$ cat config.mk
export PLATFORM = sky130hd
export DESIGN_NAME = scan_select_sequencer
export DESIGN_NICKNAME = d
export VERILOG_FILES = /design/src/rtl/scan_seq_pkg.sv /design/src/rtl/scan_next_index.sv /design/src/rtl/scan_select_sequencer.sv
export SDC_FILE = /design/constraint.sdc
export NUM_CORES = 1
export LEC_CHECK = 0
export ABC_AREA = 1
export ABC_CLOCK_PERIOD_IN_PS = 2150
export CORE_MARGIN = 5
export CORE_UTILIZATION = 42
export DETAILED_ROUTE_END_ITERATION = 7
export GPL_TIMING_DRIVEN = 0
export MAX_ROUTING_LAYER = met4
export PLACE_DENSITY = 0.75
export SLEW_MARGIN = 30
export SYNTH_ARGS = -nofsm -noshare
export SYNTH_HDL_FRONTEND = slang
export SYNTH_SLANG_ARGS = --single-unit
$ cat constraint.sdc
create_clock -name clk -period 2.15 [get_ports clk]
set_input_delay 0.43 -clock clk [delete_from_list [all_inputs] [get_ports clk]]
set_output_delay 0.43 -clock clk [all_outputs]
set_load 0.05 [all_outputs]
$ cat src/rtl/scan_seq_pkg.sv
// Shared constants, FSM state type and mask helper for the scan select sequencer.
package scan_seq_pkg;

    localparam int unsigned NUM_LINES = 8;
    localparam int unsigned SEL_W     = 3;

    typedef enum logic [1:0] {
        IDLE  = 2'd0,
        DWELL = 2'd1,
        FIN   = 2'd2
    } state_e;

    // Lowest set index of a mask; returns 0 for an empty mask.
    function automatic logic [SEL_W-1:0] lowest_index(input logic [NUM_LINES-1:0] mask);
        logic [SEL_W-1:0] idx;
        idx = '0;
        for (int i = NUM_LINES - 1; i >= 0; i--) begin
            if (mask[i]) idx = SEL_W'(i);
        end
        return idx;
    endfunction

endpackage

$ cat src/rtl/scan_next_index.sv
// Combinational search for the next enabled select index above the current one,
// plus the lowest enabled index for wrap-around.
module scan_next_index
    import scan_seq_pkg::*;
(
    input  logic [SEL_W-1:0]     cur_idx,
    input  logic [NUM_LINES-1:0] mask,
    output logic                 found_c,
    output logic [SEL_W-1:0]     next_idx_c,
    output logic [SEL_W-1:0]     lowest_idx_c
);

    // Descending scan so the last hit is the smallest index above cur_idx.
    always_comb begin
        found_c    = 1'b0;
        next_idx_c = '0;
        for (int i = NUM_LINES - 1; i >= 0; i--) begin
            if (mask[i] && (SEL_W'(i) > cur_idx)) begin
                found_c    = 1'b1;
                next_idx_c = SEL_W'(i);
            end
        end
        lowest_idx_c = lowest_index(mask);
    end

endmodule

$ cat src/rtl/scan_select_sequencer.sv
// Sweeps a 3-bit select index over the enabled mask bits with a programmable dwell.
// Optional SCAN_ONEHOT_OUT_EN adds a registered one-hot copy of the select index.
module scan_select_sequencer
    import scan_seq_pkg::*;
#(
    parameter int unsigned DWELL_W = 8
) (
    input  logic                 clk,
    input  logic                 rst,
    input  logic                 start,
    input  logic                 stop,
    input  logic                 continuous,
    input  logic [NUM_LINES-1:0] mask_lines,
    input  logic [DWELL_W-1:0]   dwell,
    output logic [SEL_W-1:0]     sel_lines,
    output logic                 sel_valid,
    output logic                 busy,
    output logic                 done
`ifdef SCAN_ONEHOT_OUT_EN
    ,
    output logic [NUM_LINES-1:0] onehot_lines
`endif
);

    state_e               state_q, state_d;
    logic [SEL_W-1:0]     sel_q, sel_d;
    logic                 sel_valid_q, sel_valid_d;
    logic                 busy_q, busy_d;
    logic                 done_q, done_d;
    logic [DWELL_W-1:0]   cnt_q, cnt_d;
    logic [DWELL_W-1:0]   dwell_q, dwell_d;
    logic [NUM_LINES-1:0] mask_q, mask_d;

    logic                 found_c;
    logic [SEL_W-1:0]     next_idx_c;
    logic [SEL_W-1:0]     lowest_idx_c;

    scan_next_index u_next (
        .cur_idx      (sel_q),
        .mask         (mask_q),
        .found_c      (found_c),
        .next_idx_c   (next_idx_c),
        .lowest_idx_c (lowest_idx_c)
    );

    // Next state; outputs are derived from the next state so they register alongside it.
    always_comb begin
        state_d = state_q;
        sel_d   = sel_q;
        cnt_d   = cnt_q;
        mask_d  = mask_q;
        dwell_d = dwell_q;

        case (state_q)
            IDLE: begin
                if (start && !stop) begin
                    mask_d  = mask_lines;
                    dwell_d = dwell;
                    if (mask_lines != '0) begin
                        state_d = DWELL;
                        sel_d   = lowest_index(mask_lines);
                        cnt_d   = dwell;
                    end else begin
                        state_d = FIN;
                    end
                end
            end
            DWELL: begin
                if (stop) begin
                    state_d = IDLE;
                end else if (cnt_q != '0) begin
                    cnt_d = cnt_q - DWELL_W'(1);
                end else if (found_c) begin
                    sel_d = next_idx_c;
                    cnt_d = dwell_q;
                end else if (continuous) begin
                    sel_d = lowest_idx_c;
                    cnt_d = dwell_q;
                end else begin
                    state_d = FIN;
                end
            end
            FIN:     state_d = IDLE;
            default: state_d = IDLE;
        endcase

        sel_valid_d = (state_d == DWELL);
        busy_d      = (state_d != IDLE);
        done_d      = (state_d == FIN);
        if (!sel_valid_d) sel_d = '0;
    end

    always_ff @(posedge clk) begin
        if (rst) begin
            state_q     <= IDLE;
            sel_q       <= '0;
            sel_valid_q <= 1'b0;
            busy_q      <= 1'b0;
            done_q      <= 1'b0;
            cnt_q       <= '0;
            dwell_q     <= '0;
            mask_q      <= '0;
        end else begin
            state_q     <= state_d;
            sel_q       <= sel_d;
            sel_valid_q <= sel_valid_d;
            busy_q      <= busy_d;
            done_q      <= done_d;
            cnt_q       <= cnt_d;
            dwell_q     <= dwell_d;
            mask_q      <= mask_d;
        end
    end

    assign sel_lines = sel_q;
    assign sel_valid = sel_valid_q;
    assign busy      = busy_q;
    assign done      = done_q;

`ifdef SCAN_ONEHOT_OUT_EN
    logic [NUM_LINES-1:0] onehot_q, onehot_d;

    always_comb begin
        onehot_d = '0;
        if (sel_valid_d) onehot_d = NUM_LINES'(1) << sel_d;
    end

    always_ff @(posedge clk) begin
        if (rst) onehot_q <= '0;
        else     onehot_q <= onehot_d;
    end

    assign onehot_lines = onehot_q;
`endif

endmodule

==> results of run 1 <==
-- layout make-up --
class / instances / area (um2)
Tap cell: 52 / 65.1
Sequential cell: 32 / 641
Fill cell: 442 / 2070
Buffer: 6 / 23.8
Multi-Input combinational cell: 211 / 1110
Clock buffer: 6 / 72.6
Timing Repair Buffer: 25 / 250
Clock inverter: 2 / 35.0
Inverter: 40 / 150
-- worst min-delay path, cell delays in order, from the launching register on --
cell and delay, ns:
dfxtp_1 0.32, nand3_1 0.07, a21oi_1 0.06
-- kinds of logic (layout without fill, tap and decap cells) --
logic type / count (synthesis) / count (layout) / share of synthesized area [%]
and+or+nand+nor: 145 / 145 / 38.5
xor gates and xnor gates: 2 / 2 / 0.910
adders and majority gates: 2 / 2 / 1.30
DFF: 32 / 32 / 33.3
buffers and inverters: 46 / 79 / 9.04
AOI/OAI and AO/OA: 62 / 62 / 17.0
-- flip-flops by register name, indices dropped and copies added, names as in the netlist --
name and flops:
dwell_q 8, sel_valid 1, mask_q 8, state_q 2, sel_lines 3, cnt_q 8
done 1, busy 1
-- worst max path at each step --
stage                             from           end  cells after the start
final                     sel_lines[2]  sel_lines[2]                      1
after global routing      sel_lines[2]  sel_lines[2]                      1
after CTS                 sel_lines[2]  sel_lines[2]                      1
after detailed placement          stop  sel_lines[1]                     11
after global placement            stop  sel_lines[1]                     11
after floorplan           sel_lines[0]          busy                     11
-- through the flow --
stage               utilization [%]  instance area [um2]  power [mW]
finish                         53.2                 2350        1.66
global placement               50.7                 2240        1.09
floorplan                         -                 1920       0.979
global route                   53.2                 2350        1.76
detailed placement             50.7                 2240        1.09
CTS                            53.2                 2350        1.67
-- power by group through the flow --
stage | logic [mW] | clock network, mW | registers [mW]
floorplan | 0.304 | 0 | 0.675
global placement | 0.418 | 0 | 0.671
detailed placement | 0.423 | 0 | 0.672
CTS | 0.426 | 0.581 | 0.659
global route | 0.482 | 0.611 | 0.665
finish | 0.427 | 0.572 | 0.659
-- cells in the final DEF (no fill, tap or decap), types with 2 or more instances in the layout --
cell type and instances:
nand2_1 54, nor2_1 38, inv_1 32, dfxtp_1 32
o21ai_0 28, a21oi_1 27, clkdlybuf4s50_1 25, nand3_1 24
inv_2 7, nand2_2 6, clkbuf_1 5, clkbuf_8 5
nand2_4 4, nand4_1 4, o21ai_1 4, nand3_2 3
nor2_8 2, nor2_4 2, or2_2 2, ha_1 2
-- per-layer routing --
metal | vias to the layer above | routed length [um] | GRT usage [%]
met1 | 842 | 2270 | 21.2
met2 | 45 | 2130 | 25.8
li1 | 1000 | - | -
met4 | 0 | 70 | 5.67
met5 | - | 0 | -
met3 | 6 | 211 | 2.89
==> flow_summary.ini, run 1 <==
[status]
status = finished, final reports clean

[synthesis]
synth_area_leader_cell = dfxtp_1
avgSynthCellArea_um2 = 6.66
synthDistinctLibCells = 32
ys_seq_area_share_pct = 33.3
synthArstFlopShare_pct = 0
ys_ff_latch = 32
synth_edf_count = 0
synth_flop_cell = dfxtp_1
synth_area_um2 = 1920
synth.most_common_cell = nand2_1
synth_nets = 312
synth_warnings = 0
postSynthCellCount = 289
yosys-top-cells-count = nand2_1 (54), nor2_1 (38), dfxtp_1 (32), inv_1 (32), o21ai_0 (28)
netlist_top_cells_area = dfxtp_1 (33%), nand2_1 (11%), nor2_1 (7.4%)
synth_top_area_share_pct = 33.3

[min_path]
whs_path_depth = 2
worstHoldPathType = reg -> reg
min_from = cnt_q[5]
min_to = cnt_q[5]

[die]
ioPinCount = 27
core_um2 = 4410
die_y_um = 77.7
die_w_um = 77.7
start_util_pct = 43.6
rows = 24
dieArea_um2 = 6040

[sta]
setup_tns_ns = 0
fmax_ghz = 0.497
clock_skew_ns = 0.00662
rsz0062_at_grt = no
setup_viol = 0
max_slew_margin_pct = 67.2
timing.final.crit_share_pct = 93.7
fin_hold_ws_ns = 0.494
slew_violations = 0
tightest_slew_ns = 0.491
final-hold-violation-count = 0
fin_crit_ns = 2.01
finalWorstSetupSlack_ns = 0.136

[global_route]
grt_start_max_net_pins = 11
grt_pass1_wl_mm = 7.87
grt_pass1_vias = 1737
grt_usage_pct = 16.4
grt.overflow.total = 0
antenna_found_initial = 0

[detailed_routing]
routed_wl_mm = 4.68
num_vias = 1893
ant_nets = 0
viasPerCell = 5.06
drc = 0
wl_per_cell_um = 12.5
drt-pass1-iter-count = 4
drt-initial-drc-count = 129

[worst_setup_path]
startpoint_type = flip-flop
critPathMaxStageDelay_ns = 0.85
timing.rr.start = cnt_q[0]
required_ns = 1.72
criticalPathCategory = reg -> out
crit_family = buffers and inverters
cp_slowest_cell = clkdlybuf4s50_1
crit_fanout = 6
ff2ff_setup_slack_ns = 0.38
end_kind = output pin
reg2reg_to = cnt_q[3]
rr_worst_depth = 9
crit_chain = clkdlybuf4s50_1
path_buf_inv = 1
cp.arrival_ns = 1.58

[cts]
clock-sinks = 32
cts.path.max_buffers = 2
tritoncts = built
post_cts_resize_count = 0
htreeDepth = 2
postCtsSetupRepairBufs = 0
clk_pin_slew_ns = 0.07
cts_made_buffers = 5
root_buffer = clkbuf_8
clock_latency_ns = 0.28
cts_hold_buf = 0

[pwr]
powerDensity_nw_per_um2 = 706
switching_share_pct = 31.5
power_switching_mw = 0.522
seqPwrFrac_pct = 39.8
p_leak_nw = 1.04
peakVddDrop_uv = 285
comb_power_share_pct = 25.8
internal_power_mw = 1.14
clkPwrFrac_pct = 34.5

[finish]
final_cells = 374
syn2layout_area_growth_pct = 22.0
layout.nets = 344
antenna_cells = 0
layout-drive-gt1-share_pct = 12.1

[placement]
pre_cts_slack_ns = 0.0267
gp_congestion = 0.924
portBuffers = 25
dp.cells = 366
dpl.hpwl_mm = 3.52

[flow_run]
cap_violations = 0
Power figures use the tool's default switching activity.
==> run 2, diff against run 1 <==
--- a/config.mk
+++ b/config.mk
@@ -9,6 +9,7 @@
 export ABC_CLOCK_PERIOD_IN_PS = 2150
 export CORE_MARGIN = 5
 export CORE_UTILIZATION = 42
+export CTS_BUF_LIST = sky130_fd_sc_hd__clkbuf_4
 export DETAILED_ROUTE_END_ITERATION = 7
 export GPL_TIMING_DRIVEN = 0
 export MAX_ROUTING_LAYER = met4
==> flow_summary.ini, run 2 (synthesis gave the netlist of run 1 again) <==
[status]
status = finished, final reports clean

[die]
core_um2 = 4410
die_w_um = 77.7
start_util_pct = 43.6
die_y_um = 77.7
ioPinCount = 27
dieArea_um2 = 6040
rows = 24

[cts]
post_cts_resize_count = 0
htreeDepth = 2
clk_pin_slew_ns = 0.10
cts_made_buffers = 5
cts_hold_buf = 0
clock-sinks = 32
root_buffer = clkbuf_4
cts.path.max_buffers = 2
clock_latency_ns = 0.33
postCtsSetupRepairBufs = 0
tritoncts = built

[sta]
rsz0062_at_grt = no
timing.final.crit_share_pct = 96.5
setup_viol = 0
tightest_slew_ns = 0.491
fin_hold_ws_ns = 0.488
fmax_ghz = 0.482
max_slew_margin_pct = 67.2
clock_skew_ns = 0.00405
fin_crit_ns = 2.07
setup_tns_ns = 0
slew_violations = 0
final-hold-violation-count = 0

[worst_setup_path]
cp_slowest_cell = clkdlybuf4s50_1
end_kind = output pin
critPathMaxStageDelay_ns = 0.85
crit_chain = clkdlybuf4s50_1
path_buf_inv = 1
startpoint_type = flip-flop
required_ns = 1.72
crit_fanout = 6
crit_family = buffers and inverters
criticalPathCategory = reg -> out
cp.arrival_ns = 1.64

[pwr]
p_leak_nw = 1.03
seqPwrFrac_pct = 42.3
internal_power_mw = 1.05
switching_share_pct = 32.7
clkPwrFrac_pct = 30.2
power_switching_mw = 0.509
peakVddDrop_uv = 321
comb_power_share_pct = 27.5
powerDensity_nw_per_um2 = 671

[detailed_routing]
viasPerCell = 5.07
ant_nets = 0
wl_per_cell_um = 12.5
routed_wl_mm = 4.67
drt-initial-drc-count = 146
drc = 0
drt-pass1-iter-count = 4
num_vias = 1898

[global_route]
antenna_found_initial = 0
grt_usage_pct = 16.4
grt_start_max_net_pins = 11
grt.overflow.total = 0
grt_pass1_vias = 1737
grt_pass1_wl_mm = 7.91

[placement]
gp_congestion = 0.924
portBuffers = 25
dp.cells = 366
dpl.hpwl_mm = 3.52

[finish]
fin_util_pct = 52.6
layout.nets = 344
mostFrequentLayoutCells = nand2_1 (54), nor2_1 (38), inv_1 (32), dfxtp_1 (32), o21ai_0 (28)
top_regs = cnt_q (8), dwell_q (8), mask_q (8)
final_cells = 374
syn2layout_area_growth_pct = 20.5
layout-drive-gt1-share_pct = 12.4
final_common_cell = nand2_1
antenna_cells = 0

[min_path]
worstHoldPathType = in -> reg

[flow_run]
cap_violations = 0
run 2: cell counts in the layout (fill, tap and decap cells not counted):
No cell type changed its count.
run 2: metrics by stage:
stage / instance area, um2 / worst slack [ns] / total power [mW]
2_1_floorplan: 1920 / 0.378 / 0.979
3_3_place_gp: 2240 / 0.0337 / 1.09
3_5_place_dp: 2240 / 0.0267 / 1.09
4_1_cts: 2320 / 0.0604 / 1.57
5_1_grt: 2320 / 0.00901 / 1.66
6_report: 2320 / 0.0760 / 1.56
run 2: path summary, 6_finish.rpt:
kind | startpoint | to | slack (ns) | depth (start not counted)
max | sel_lines[2] | sel_lines[2] | 0.08 | 1
min | rst | cnt_q[0] | 0.49 | 2
max reg2reg | cnt_q[0] | cnt_q[3] | 0.36 | 9
min reg2reg | cnt_q[6] | cnt_q[6] | 0.50 | 2
run 2: area by class of cell:
cell class / instances / area, um2
tap: 52 / 65.1
clock buffer: 6 / 45.0
fill: 441 / 2090
buffer: 6 / 23.8
timing repair buffer: 25 / 250
clock inverter: 2 / 35.0
inverter: 40 / 150
sequential: 32 / 641
multi-input combinational: 211 / 1110
run 2: routing by layer:
metal  vias up  routed length (um)  track usage (%)
met5         -                   0                -
met4         0                  59             4.64
met3         5                 193             3.24
met2        36                2130             25.8
met1       857                2290             21.5
li1       1000                   -                -
run 2: power groups by stage:
stage | sequential [mW] | clock [mW] | combinational [mW]
after floorplan | 0.675 | 0 | 0.304
after global placement | 0.671 | 0 | 0.418
after detailed placement | 0.672 | 0 | 0.423
after CTS | 0.658 | 0.485 | 0.426
after global routing | 0.665 | 0.515 | 0.482
final | 0.659 | 0.470 | 0.428
==> run 3, diff against run 2 <==
--- a/config.mk
+++ b/config.mk
@@ -6,14 +6,15 @@
 export NUM_CORES = 1
 export LEC_CHECK = 0
 export ABC_AREA = 1
-export ABC_CLOCK_PERIOD_IN_PS = 2150
+export ABC_CLOCK_PERIOD_IN_PS = 1800
 export CORE_MARGIN = 5
-export CORE_UTILIZATION = 42
+export CORE_UTILIZATION = 45
 export CTS_BUF_LIST = sky130_fd_sc_hd__clkbuf_4
 export DETAILED_ROUTE_END_ITERATION = 7
 export GPL_TIMING_DRIVEN = 0
 export MAX_ROUTING_LAYER = met4
-export PLACE_DENSITY = 0.75
+export PLACE_DENSITY = 0.81
+export RECOVER_POWER = 100
 export SLEW_MARGIN = 30
 export SYNTH_ARGS = -nofsm -noshare
 export SYNTH_HDL_FRONTEND = slang
==> constraint.sdc (replaced) <==
create_clock -name clk -period 1.8 [get_ports clk]
set_input_delay 0.36 -clock clk [delete_from_list [all_inputs] [get_ports clk]]
set_output_delay 0.36 -clock clk [all_outputs]
set_load 0.05 [all_outputs]
==> flow_summary.ini, run 3 (synthesis gave the netlist of run 1 again) <==
[finish]
multiInputGateArea_um2 = 1100
antenna_cells = 0
fin_util_pct = 57.6
layout.nets = 350
final_cells = 378
seq_area_um2 = 641
nFillCells = 401
syn2layout_area_growth_pct = 22.4
final_common_cell = nand2_1
mostFrequentLayoutCells = nand2_1 (55), nor2_1 (38), inv_1 (33), dfxtp_1 (32), o21ai_0 (28)
top_regs = cnt_q (8), dwell_q (8), mask_q (8)
final_area_um2 = 2350
layout-drive-gt1-share_pct = 12.8

[cts]
cts_hold_buf = 0
cts_made_buffers = 5
cts.path.max_buffers = 2
clock-sinks = 32
clk_pin_slew_ns = 0.10
clock_latency_ns = 0.33
root_buffer = clkbuf_4
tritoncts = built
htreeDepth = 2

[sta]
setup_viol = 0
final-hold-violation-count = 0
max_slew_margin_pct = 67.7
slew_violations = 0
timing.final.crit_share_pct = 95.9
fin_hold_ws_ns = 0.415
fin_crit_ns = 1.73
finalWorstSetupSlack_ns = 0.0732
clock_skew_ns = 0.00663
rsz0062_at_grt = no
setup_tns_ns = 0
fmax_ghz = 0.579
tightest_slew_ns = 0.486

[pwr]
power_mw = 1.85
powerDensity_nw_per_um2 = 784
p_leak_nw = 1.08
peakVddDrop_uv = 478

[worst_setup_path]
crit_fanout = 10
timing.rr.start = cnt_q[0]
end_kind = flip-flop
criticalPathCategory = in -> reg
startpoint_type = input port
required_ns = 2.03
ff2ff_setup_slack_ns = 0.17
crit_start = mask_lines[7]
cp.arrival_ns = 1.96

[status]
status = finished, final reports clean

[global_route]
grt_pass1_vias = 1679
antenna_found_initial = 0
grt_usage_pct = 17.3
grt.overflow.total = 0
grt_pass1_wl_mm = 7.43
grt_start_max_net_pins = 11

[placement]
pre_cts_slack_ns = -0.274
place_area_um2 = 2240
portBuffers = 25
dp.cells = 364
dpl.hpwl_mm = 3.37
gp_congestion = 0.947

[detailed_routing]
ant_nets = 0
wl_per_cell_um = 11.8
viasPerCell = 5.13
drt-initial-drc-count = 112
drc = 0
num_vias = 1939
routed_wl_mm = 4.48
drt-pass1-iter-count = 4

[min_path]
min_from = rst
worstHoldPathType = in -> reg

[die]
start_util_pct = 47.1
ioPinCount = 27
rows = 23
core_um2 = 4090
dieArea_um2 = 5680
die_y_um = 75.4
die_w_um = 75.4

[flow_run]
cap_violations = 0
[run 3: cell types whose count changed in the layout (fill, tap and decap cells not counted)]
cell / delta
clkdlybuf4s50_1: -7
dlygate4sd2_1: +6
buf_4: +5
clkinv_1: +2
buf_12: +1
clkbuf_4: -1
clkinv_2: -1
dlygate4sd3_1: +1
inv_1: +1
inv_2: -1
nand2_1: +1
nand2_4: -1
[run 3: worst max-delay path, cell delays in order]
cell and delay, ns:
dlygate4sd3_1 0.58, nor2_1 0.13, nand3_1 0.18, o21ai_4 0.24
buf_12 0.15, nand2_4 0.10, nand2_2 0.15, nor2_1 0.07
[run 3: path summary, 6_finish.rpt]
path,end,cells after the start
max,sel_lines[1],8
min,cnt_q[2],2
max reg2reg,sel_lines[1],9
min reg2reg,cnt_q[6],2
[run 3: area by class of cell]
type	instances	share of cell area, %
Timing Repair Buffer	32	12.9
Multi-Input combinational cell	211	46.8
Clock inverter	3	1.59
Sequential cell	32	27.2
Inverter	40	6.38
Tap cell	50	2.66
Clock buffer	5	1.59
Buffer	5	0.850
[run 3: where the power goes]
group	total (mW)	switching (mW)	internal (mW)
Clock	0.525	0.242	0.283
Combinational	0.535	0.319	0.215
Sequential	0.786	0.0349	0.751
Total	1.85	0.596	1.25
[run 3: metal layers]
metal | GRT usage (%) | part of all wire (%)
met5 | - | 0
met4 | 4.47 | 1.7
met3 | 4.35 | 6.4
met2 | 24.6 | 43
met1 | 24.3 | 48
[run 3: what timing repair did]
item / 4_1_cts / 5_1_grt
hold endpoints to repair: 0 / 0
endpoints found under the setup margin: 6 / 12
setup buffers: 0 / 7
gates resized for setup: 6 / 1
pin swaps: 0 / 3
